## config.mk

```make
export PLATFORM = sky130hd
export DESIGN_NAME = alu_div_sequencer
export DESIGN_NICKNAME = d
export VERILOG_FILES = /design/src/rtl/alu_div_sequencer.sv
export SDC_FILE = /design/constraint.sdc
export NUM_CORES = 1
export LEC_CHECK = 0
export CELL_PAD_IN_SITES_DETAIL_PLACEMENT = 2
export CELL_PAD_IN_SITES_GLOBAL_PLACEMENT = 2
export CORE_ASPECT_RATIO = 1.4
export CORE_UTILIZATION = 33
export CTS_CLUSTER_SIZE = 30
export DETAILED_ROUTE_END_ITERATION = 10
export GPL_TIMING_DRIVEN = 0
export PLACE_DENSITY = 0.8
export SLEW_MARGIN = 15
export SYNTH_ARGS = -nofsm -noshare
export SYNTH_HDL_FRONTEND = slang
export SYNTH_SLANG_ARGS = --single-unit
```

## constraint.sdc

```tcl
create_clock -name clk -period 4.1 [get_ports clk]
set_clock_uncertainty 0.2 [all_clocks]
set_input_delay 0.82 -clock clk [delete_from_list [all_inputs] [get_ports clk]]
set_output_delay 0.82 -clock clk [all_outputs]
set_load 0.005 [all_outputs]
```

## src/rtl/alu_div_sequencer.sv

```systemverilog
// Multi-cycle signed divider: restoring shift-subtract over WIDTH steps,
// then a sign fix-up; quotient/remainder held until the next accept.
module alu_div_sequencer #(
  parameter int WIDTH = 32,
  parameter int CNT_W = 6
) (
  input  logic             clk,
  input  logic             reset,
  input  logic             req_valid,
  output logic             req_ready,
  input  logic [WIDTH-1:0] dividend,
  input  logic [WIDTH-1:0] divisor,
  output logic             busy,
  output logic             done,
  output logic [WIDTH-1:0] quotient,
  output logic [WIDTH-1:0] remainder,
  output logic             div_zero
);

  localparam logic [1:0] S_IDLE  = 2'd0;
  localparam logic [1:0] S_CALC  = 2'd1;
  localparam logic [1:0] S_FIXUP = 2'd2;
  localparam logic [1:0] S_DONE  = 2'd3;

  logic [1:0]       state;
  logic [CNT_W-1:0] cnt;
  logic [WIDTH-1:0] rem;
  logic [WIDTH-1:0] quo;
  logic [WIDTH-1:0] dvs;
  logic             sign_q;
  logic             sign_r;

  logic             accept;
  logic [WIDTH-1:0] a_mag;
  logic [WIDTH-1:0] b_mag;
  logic [WIDTH:0]   shifted;
  logic [WIDTH-1:0] diff;
  logic             ge;

  assign req_ready = (state == S_IDLE);
  assign busy      = (state != S_IDLE);
  assign done      = (state == S_DONE);
  assign accept    = req_valid & req_ready;

  // MIN negates to itself, which read unsigned is exactly 2**(WIDTH-1)
  assign a_mag = dividend[WIDTH-1] ? -dividend : dividend;
  assign b_mag = divisor[WIDTH-1] ? -divisor : divisor;

  assign shifted = {rem, quo[WIDTH-1]};
  assign ge      = (shifted >= {1'b0, dvs});
  assign diff    = shifted[WIDTH-1:0] - dvs;

  always_ff @(posedge clk) begin
    if (reset) begin
      state     <= S_IDLE;
      cnt       <= '0;
      rem       <= '0;
      quo       <= '0;
      dvs       <= '0;
      sign_q    <= 1'b0;
      sign_r    <= 1'b0;
      quotient  <= '0;
      remainder <= '0;
      div_zero  <= 1'b0;
    end else begin
      unique case (state)
        S_IDLE: begin
          if (accept) begin
            cnt      <= '0;
            rem      <= '0;
            quo      <= a_mag;
            dvs      <= b_mag;
            sign_q   <= dividend[WIDTH-1] ^ divisor[WIDTH-1];
            sign_r   <= dividend[WIDTH-1];
            div_zero <= 1'b0;
            if (divisor == '0) begin
              quotient  <= '1;
              remainder <= dividend;
              div_zero  <= 1'b1;
              state     <= S_DONE;
            end else begin
              state <= S_CALC;
            end
          end
        end
        S_CALC: begin
          rem <= ge ? diff : shifted[WIDTH-1:0];
          quo <= {quo[WIDTH-2:0], ge};
          cnt <= cnt + 1'b1;
          if (cnt == CNT_W'(WIDTH - 1)) begin
            state <= S_FIXUP;
          end
        end
        S_FIXUP: begin
          quotient  <= sign_q ? -quo : quo;
          remainder <= sign_r ? -rem : rem;
          state     <= S_DONE;
        end
        S_DONE: begin
          state <= S_IDLE;
        end
        default: begin
          state <= S_IDLE;
        end
      endcase
    end
  end

endmodule

```

# ---- Word level (Yosys, flattened, before mapping)
# Index checks and enable logic that the tools add are counted.
# Widths: inputs -> output; s select.
dict set report totals {
  regBits 171
  out_inout_bits 68
  word_cells 57
}
dict set report classes {
  n_addsub 6
  n_lt_le_gt_ge 1
  eq_ne 7
  mux 22
  n_bitwise 2
  reduce_logical 9
}
# operator n
set ops {}
lappend ops {{$mux 32} 11}
lappend ops {{$pmux 32 s2} 4}
lappend ops {{$neg 32->32} 4}
lappend ops {{$ge 33x32->1} 1}
lappend ops {{$logic_not 32->1} 1}
lappend ops {{$sub 32x32->32} 1}
lappend ops {{$pmux 6 s2} 1}
lappend ops {{$pmux 2 s4} 1}
lappend ops {{$add 6x1->6 const B} 1}
lappend ops {{$eq 6x5->1 const B} 1}
lappend ops {{$mux 2} 3}
lappend ops {{$mux 6} 1}
lappend ops {{$reduce_and 2->1} 3}
lappend ops {{$reduce_bool 2->1} 3}
lappend ops {{$eq 2x2->1 const B} 2}
lappend ops {{$ne 2x1->1 const B} 2}
lappend ops {{$reduce_and 3->1} 1}
lappend ops {{$eq 2x1->1 const B} 1}
lappend ops {{$logic_not 2->1} 1}
lappend ops {{$ne 2x2->1 const B} 1}
lappend ops {{$and 1x1->1} 1}
lappend ops {{$mux 1} 1}
lappend ops {{$xor 1x1->1} 1}

# ---- Longest topological paths before layout
dict set report logic_depth {
  depth_word 4
  mapped_depth 14
  mapped_depth_nobuf 13
}

# ---- Least setup slack after synthesis
# Ideal clock, no wire load.
dict set report synth_timing {
  path_type {input-to-reg}
  start {input dividend[9]}
  end {register quo[29]}
  setup_ns 0.114
  arrival_ns 3.273
  slack_ns 0.512
  stages 8
  cell_sequence {or4_1 > or4_1 > or3_1 > nand2b_1 > nand2b_1 > o41ai_1 > xor2_1 > a2111oi_0}
}
dict set report synth_via {
  elab_chain_len 4
}
# item line
set synth_lines {}
lappend synth_lines {{from (decl)} 11} ;# input logic [WIDTH-1:0] dividend,
lappend synth_lines {{$neg 32->32} 46} ;# assign a_mag = dividend[WIDTH-1] ? -dividend : dividend;
lappend synth_lines {{$mux 32} 46}
lappend synth_lines {{$mux 32} 68} ;# if (accept) begin
lappend synth_lines {{$pmux 32 s2} 66} ;# unique case (state)
lappend synth_lines {{to (signal assigned)} 71} ;# quo <= a_mag;
lappend synth_lines {{to (signal assigned)} 88} ;# quo <= {quo[WIDTH-2:0], ge};
lappend synth_lines {{to (decl)} 28} ;# logic [WIDTH-1:0] quo;
# No other way between the ends. The select of a mux whose other input is x is not followed.
# A chain may end at the register's enable or synchronous reset.

# ---- Final worst setup path
dict set report layout_timing {
  start {input dividend[8]}
  end {register quo[29]}
}
# The elaborated chain is that of the path after synthesis.

==> run summary <==
GLOBAL ROUTE
--------------------------------------------------------------------------------
Sum of overflow across all layers after global routing                         0
Pin count of the biggest net entering global routing                          17
Tot GR Track Use                                                          28.16%
Number of antenna violations at the first check in global routing              0
First-pass GRT wire length                                             72,240 um
Vias in the first global route                                            12,500

POWER AND IR DROP
--------------------------------------------------------------------------------
Leakage power                                                           5.040 nW
Worst supply voltage drop on vdd                                        235.6 uV
Power Total                                                             5.625 mW
Power per Cell Area                                                 413.7 nW/um2

SYNTH
--------------------------------------------------------------------------------
Synthesized-area fraction occupied by adder cells                         4.840%
Number of synthesized register bits                                          171
Synthesized area                                                      11,010 um2
Post-Synthesis Mean Instance Area                                      7.939 um2
Number of enable flip-flop cells after synthesis                               0
YS warnings                                                                    0
Synthesized netlist cell count                                             1,387
Distinct cells, synth                                                         65
Simple logic cell fraction of the synthesized area                        19.94%
Fraction of registers with async set or reset after synthesis                 0%
Largest area contributor in the synthesized netlist                 sky130_fd_sc_hd__dfxtp_1
Sequential element share of the synthesized area                          31.09%
Mux contribution to synthesized area                                     0.7272%
Dominant combinational cell family by area after synthesis          compound AO/OA/AOI/OAI gates
Top-area cell type share of the netlist area                              31.09%
Synth Net Count                                                            1,496
Predominant post-synthesis flop cell                                sky130_fd_sc_hd__dfxtp_1
Complex-gate fraction of the synthesized area                             26.26%
Post-Synth XOR/XNOR Area                                                  11.61%
Main area contributors after synthesis                              sky130_fd_sc_hd__dfxtp_1 31%, sky130_fd_sc_hd__xor2_1 8.4%, sky130_fd_sc_hd__nor2_1 5.2%, sky130_fd_sc_hd__ha_1 4.7%, sky130_fd_sc_hd__nand2_1 4.5%

WORST SETUP PATH
--------------------------------------------------------------------------------
Worst setup path start                                               dividend[8]
Reg-to-reg startpoint                                                     rem[9]
Critical path class                                                       in2reg
Critical path data required time                                         4.23 ns
Reg-to-reg critical path endpoint                                         rem[4]
Reg2Reg Depth                                                                 13
Largest driver fanout on the critical path                                     5
Reg-to-reg setup timing slack                                            0.25 ns
Kind of capture point of the worst setup path                          flip-flop
Startpoint kind of the worst setup timing path                        input port
Arrival time of data at the critical path endpoint                       4.09 ns

TIMING
--------------------------------------------------------------------------------
Max-slew violations                                                            0
Number of failing setup endpoints in the final timing report                   0
Minimum period implied by the final worst setup slack                   3.961 ns
Final clock period utilization by the worst path                          96.60%
Maximum clock frequency                                               0.2525 GHz
Worst relative slew slack                                                 37.85%
Post-route setup TNS                                                        0 ns
Transition at the pin with the smallest max-transition slack           0.9323 ns
Final hold viol count                                                          0

FINAL LAYOUT
--------------------------------------------------------------------------------
Area of all placed cells without fillers                              13,590 um2
Post-synthesis to final-layout area growth                                23.45%
Final core utilization                                                    41.71%
Final standard cell count with taps included and fillers excluded          1,992
Final antenna diode count                                                      0
Number of nets in the finished design                                      1,649
Commonest non-fill, non-tap cell in the layout                      sky130_fd_sc_hd__dfxtp_1
Layout cell share with drive strength beyond 1                            5.863%
Number of filler cells placed in the layout                                3,776
Commonest cells after routing, fill and taps aside                  171 x sky130_fd_sc_hd__dfxtp_1, 152 x sky130_fd_sc_hd__nor2_1, 133 x sky130_fd_sc_hd__nand2_1

FLOORPLANNING
--------------------------------------------------------------------------------
Die Height                                                              218.1 um
Core footprint                                                        32,600 um2
Placement Rows                                                                78
Top-level port count                                                         135
Initial Util                                                              33.78%
Die width                                                               156.4 um
Die ar.                                                               34,110 um2

RUN
--------------------------------------------------------------------------------
Max-cap violation count                                                        0

ROUTING
--------------------------------------------------------------------------------
DRC violations left                                                            0
Number of iterations in the first detailed-routing pass                        5
Starting DRC count in detailed routing                                       447
DRT Wirelength                                                         46,750 um
Average routed wire per standard cell                                   23.47 um
Antenna Violating Nets Remaining                                               0
Mean number of vias per cell                                               5.722
Via count of the routed design                                            11,400

CLOCKING
--------------------------------------------------------------------------------
CTS tree                                                                     yes
Clk_lat worst skew                                                       0.47 ns
Number of levels the H-tree was split into                                     4
Worst-path clk slew                                                      0.07 ns
Clk Tree Root Cell                                                  sky130_fd_sc_hd__clkbuf_16
Sink count of the clock tree                                                 171
Maximum number of buffers from clock root to sink                              2
TritonCTS buffer count                                                        17

PLACED DESIGN
--------------------------------------------------------------------------------
Count of placed standard cells including taps                              1,960
Placed Instance Area                                                  12,890 um2
Routability cong.                                                         0.8794
Input/output buffers                                                         133
Placed wire-length estimate after detailed placement                   37,580 um

MIN PATH
--------------------------------------------------------------------------------
Worst hold path type                                                     reg2reg
Hold Path Sink                                                      remainder[1]
Startpoint of the tightest hold check path                          remainder[1]
Count of cells along the worst hold path                                       2

RUN STATUS
--------------------------------------------------------------------------------
Status                                                              finished, final reports clean

## sequential cells by signal, summed over array words and instances (netlist names)
name,cells
rem,32
div_zero,1
quotient,32
sign_r,1
sign_q,1
dvs,32
state,2
quo,32
cnt,6
remainder,32
## metal layers
metal  track usage [%]  wire [um]
met3             3.649       1077
met2             54.85      25790
met4             17.39       2700
met1             27.69      17190
met5                 0          0
## cell families (layout without fill, tap and decap cells)
kind of cell | after synthesis | in the layout
xor gates and xnor gates | 146 | 146
and+or+nand+nor | 469 | 469
adders and majority gates | 42 | 42
muxes | 8 | 8
AOI/OAI and AO/OA | 401 | 401
DFF | 171 | 171
buffers and inverters | 150 | 315
## power breakdown
group	switching [mW]	internal, mW
Clock	0.748	1.08
Combinational	1.21	0.642
Sequential	0.151	1.80
Total	2.11	3.51
## cell type report
type / instances / area [um2] / share of cell area [%]
Tap cell: 440 / 550.5 / 4.050
Sequential cell: 171 / 3423 / 25.18
Clock buffer: 19 / 432.9 / 3.185
Timing Repair Buffer: 134 / 1336 / 9.830
Multi-Input combinational cell: 1066 / 7042 / 51.80
Buffer: 95 / 406.6 / 2.991
Inverter: 55 / 206.4 / 1.519
Clock inverter: 12 / 196.4 / 1.445
## Yosys cell counts, types with 19 or more instances
master,n
sky130_fd_sc_hd__o21ai_0,65
sky130_fd_sc_hd__xor2_1,106
sky130_fd_sc_hd__nor2_1,152
sky130_fd_sc_hd__o31ai_1,35
sky130_fd_sc_hd__a21oi_1,81
sky130_fd_sc_hd__nand2_1,133
sky130_fd_sc_hd__inv_1,55
sky130_fd_sc_hd__dfxtp_1,171
sky130_fd_sc_hd__o41ai_1,20
sky130_fd_sc_hd__clkbuf_1,73
sky130_fd_sc_hd__xnor2_1,40
sky130_fd_sc_hd__o211ai_1,21
sky130_fd_sc_hd__a311oi_1,34
sky130_fd_sc_hd__nand3_1,68
sky130_fd_sc_hd__a211oi_2,19
sky130_fd_sc_hd__ha_1,41
sky130_fd_sc_hd__a21o_1,20
sky130_fd_sc_hd__a211oi_1,39
## worst max-delay path by stage
stage	endpoint	slack, ns	cells past startpoint
final	quo[29]	0.14	9
after global routing	quo[29]	-0.04	9
after CTS	quo[29]	0.03	9
after detailed placement	remainder[3]	-0.57	10
after global placement	remainder[3]	-0.50	10
after floorplan	quo[29]	0.51	8
## per-stage QoR
step / hold WS (ns) / setup WS (ns)
5_1_grt: 0.2884 / -0.03757
6_report: 0.2609 / 0.1394
3_5_place_dp: 0.2558 / -0.5686
2_1_floorplan: 0.2250 / 0.5122
4_1_cts: 0.2660 / 0.02662
3_3_place_gp: 0.2402 / -0.5031
## what timing repair did
item / CTS / global route
hold buffers: 0 / 0
setup buffers: 1 / 0
setup endpoints to repair: 23 / 36
pin swaps: 1 / 0
resized for setup: 5 / 13
## worst max-delay path: stages
cell	delay [ns]
sky130_fd_sc_hd__clkdlybuf4s50_1	0.49
sky130_fd_sc_hd__or4_1	0.60
sky130_fd_sc_hd__or4_1	0.48
sky130_fd_sc_hd__or3_1	0.38
sky130_fd_sc_hd__nand2b_1	0.23
sky130_fd_sc_hd__nand2b_1	0.23
sky130_fd_sc_hd__o41ai_2	0.27
sky130_fd_sc_hd__xor2_1	0.15
sky130_fd_sc_hd__a2111oi_0	0.45
(Power assumes the default switching activity.)
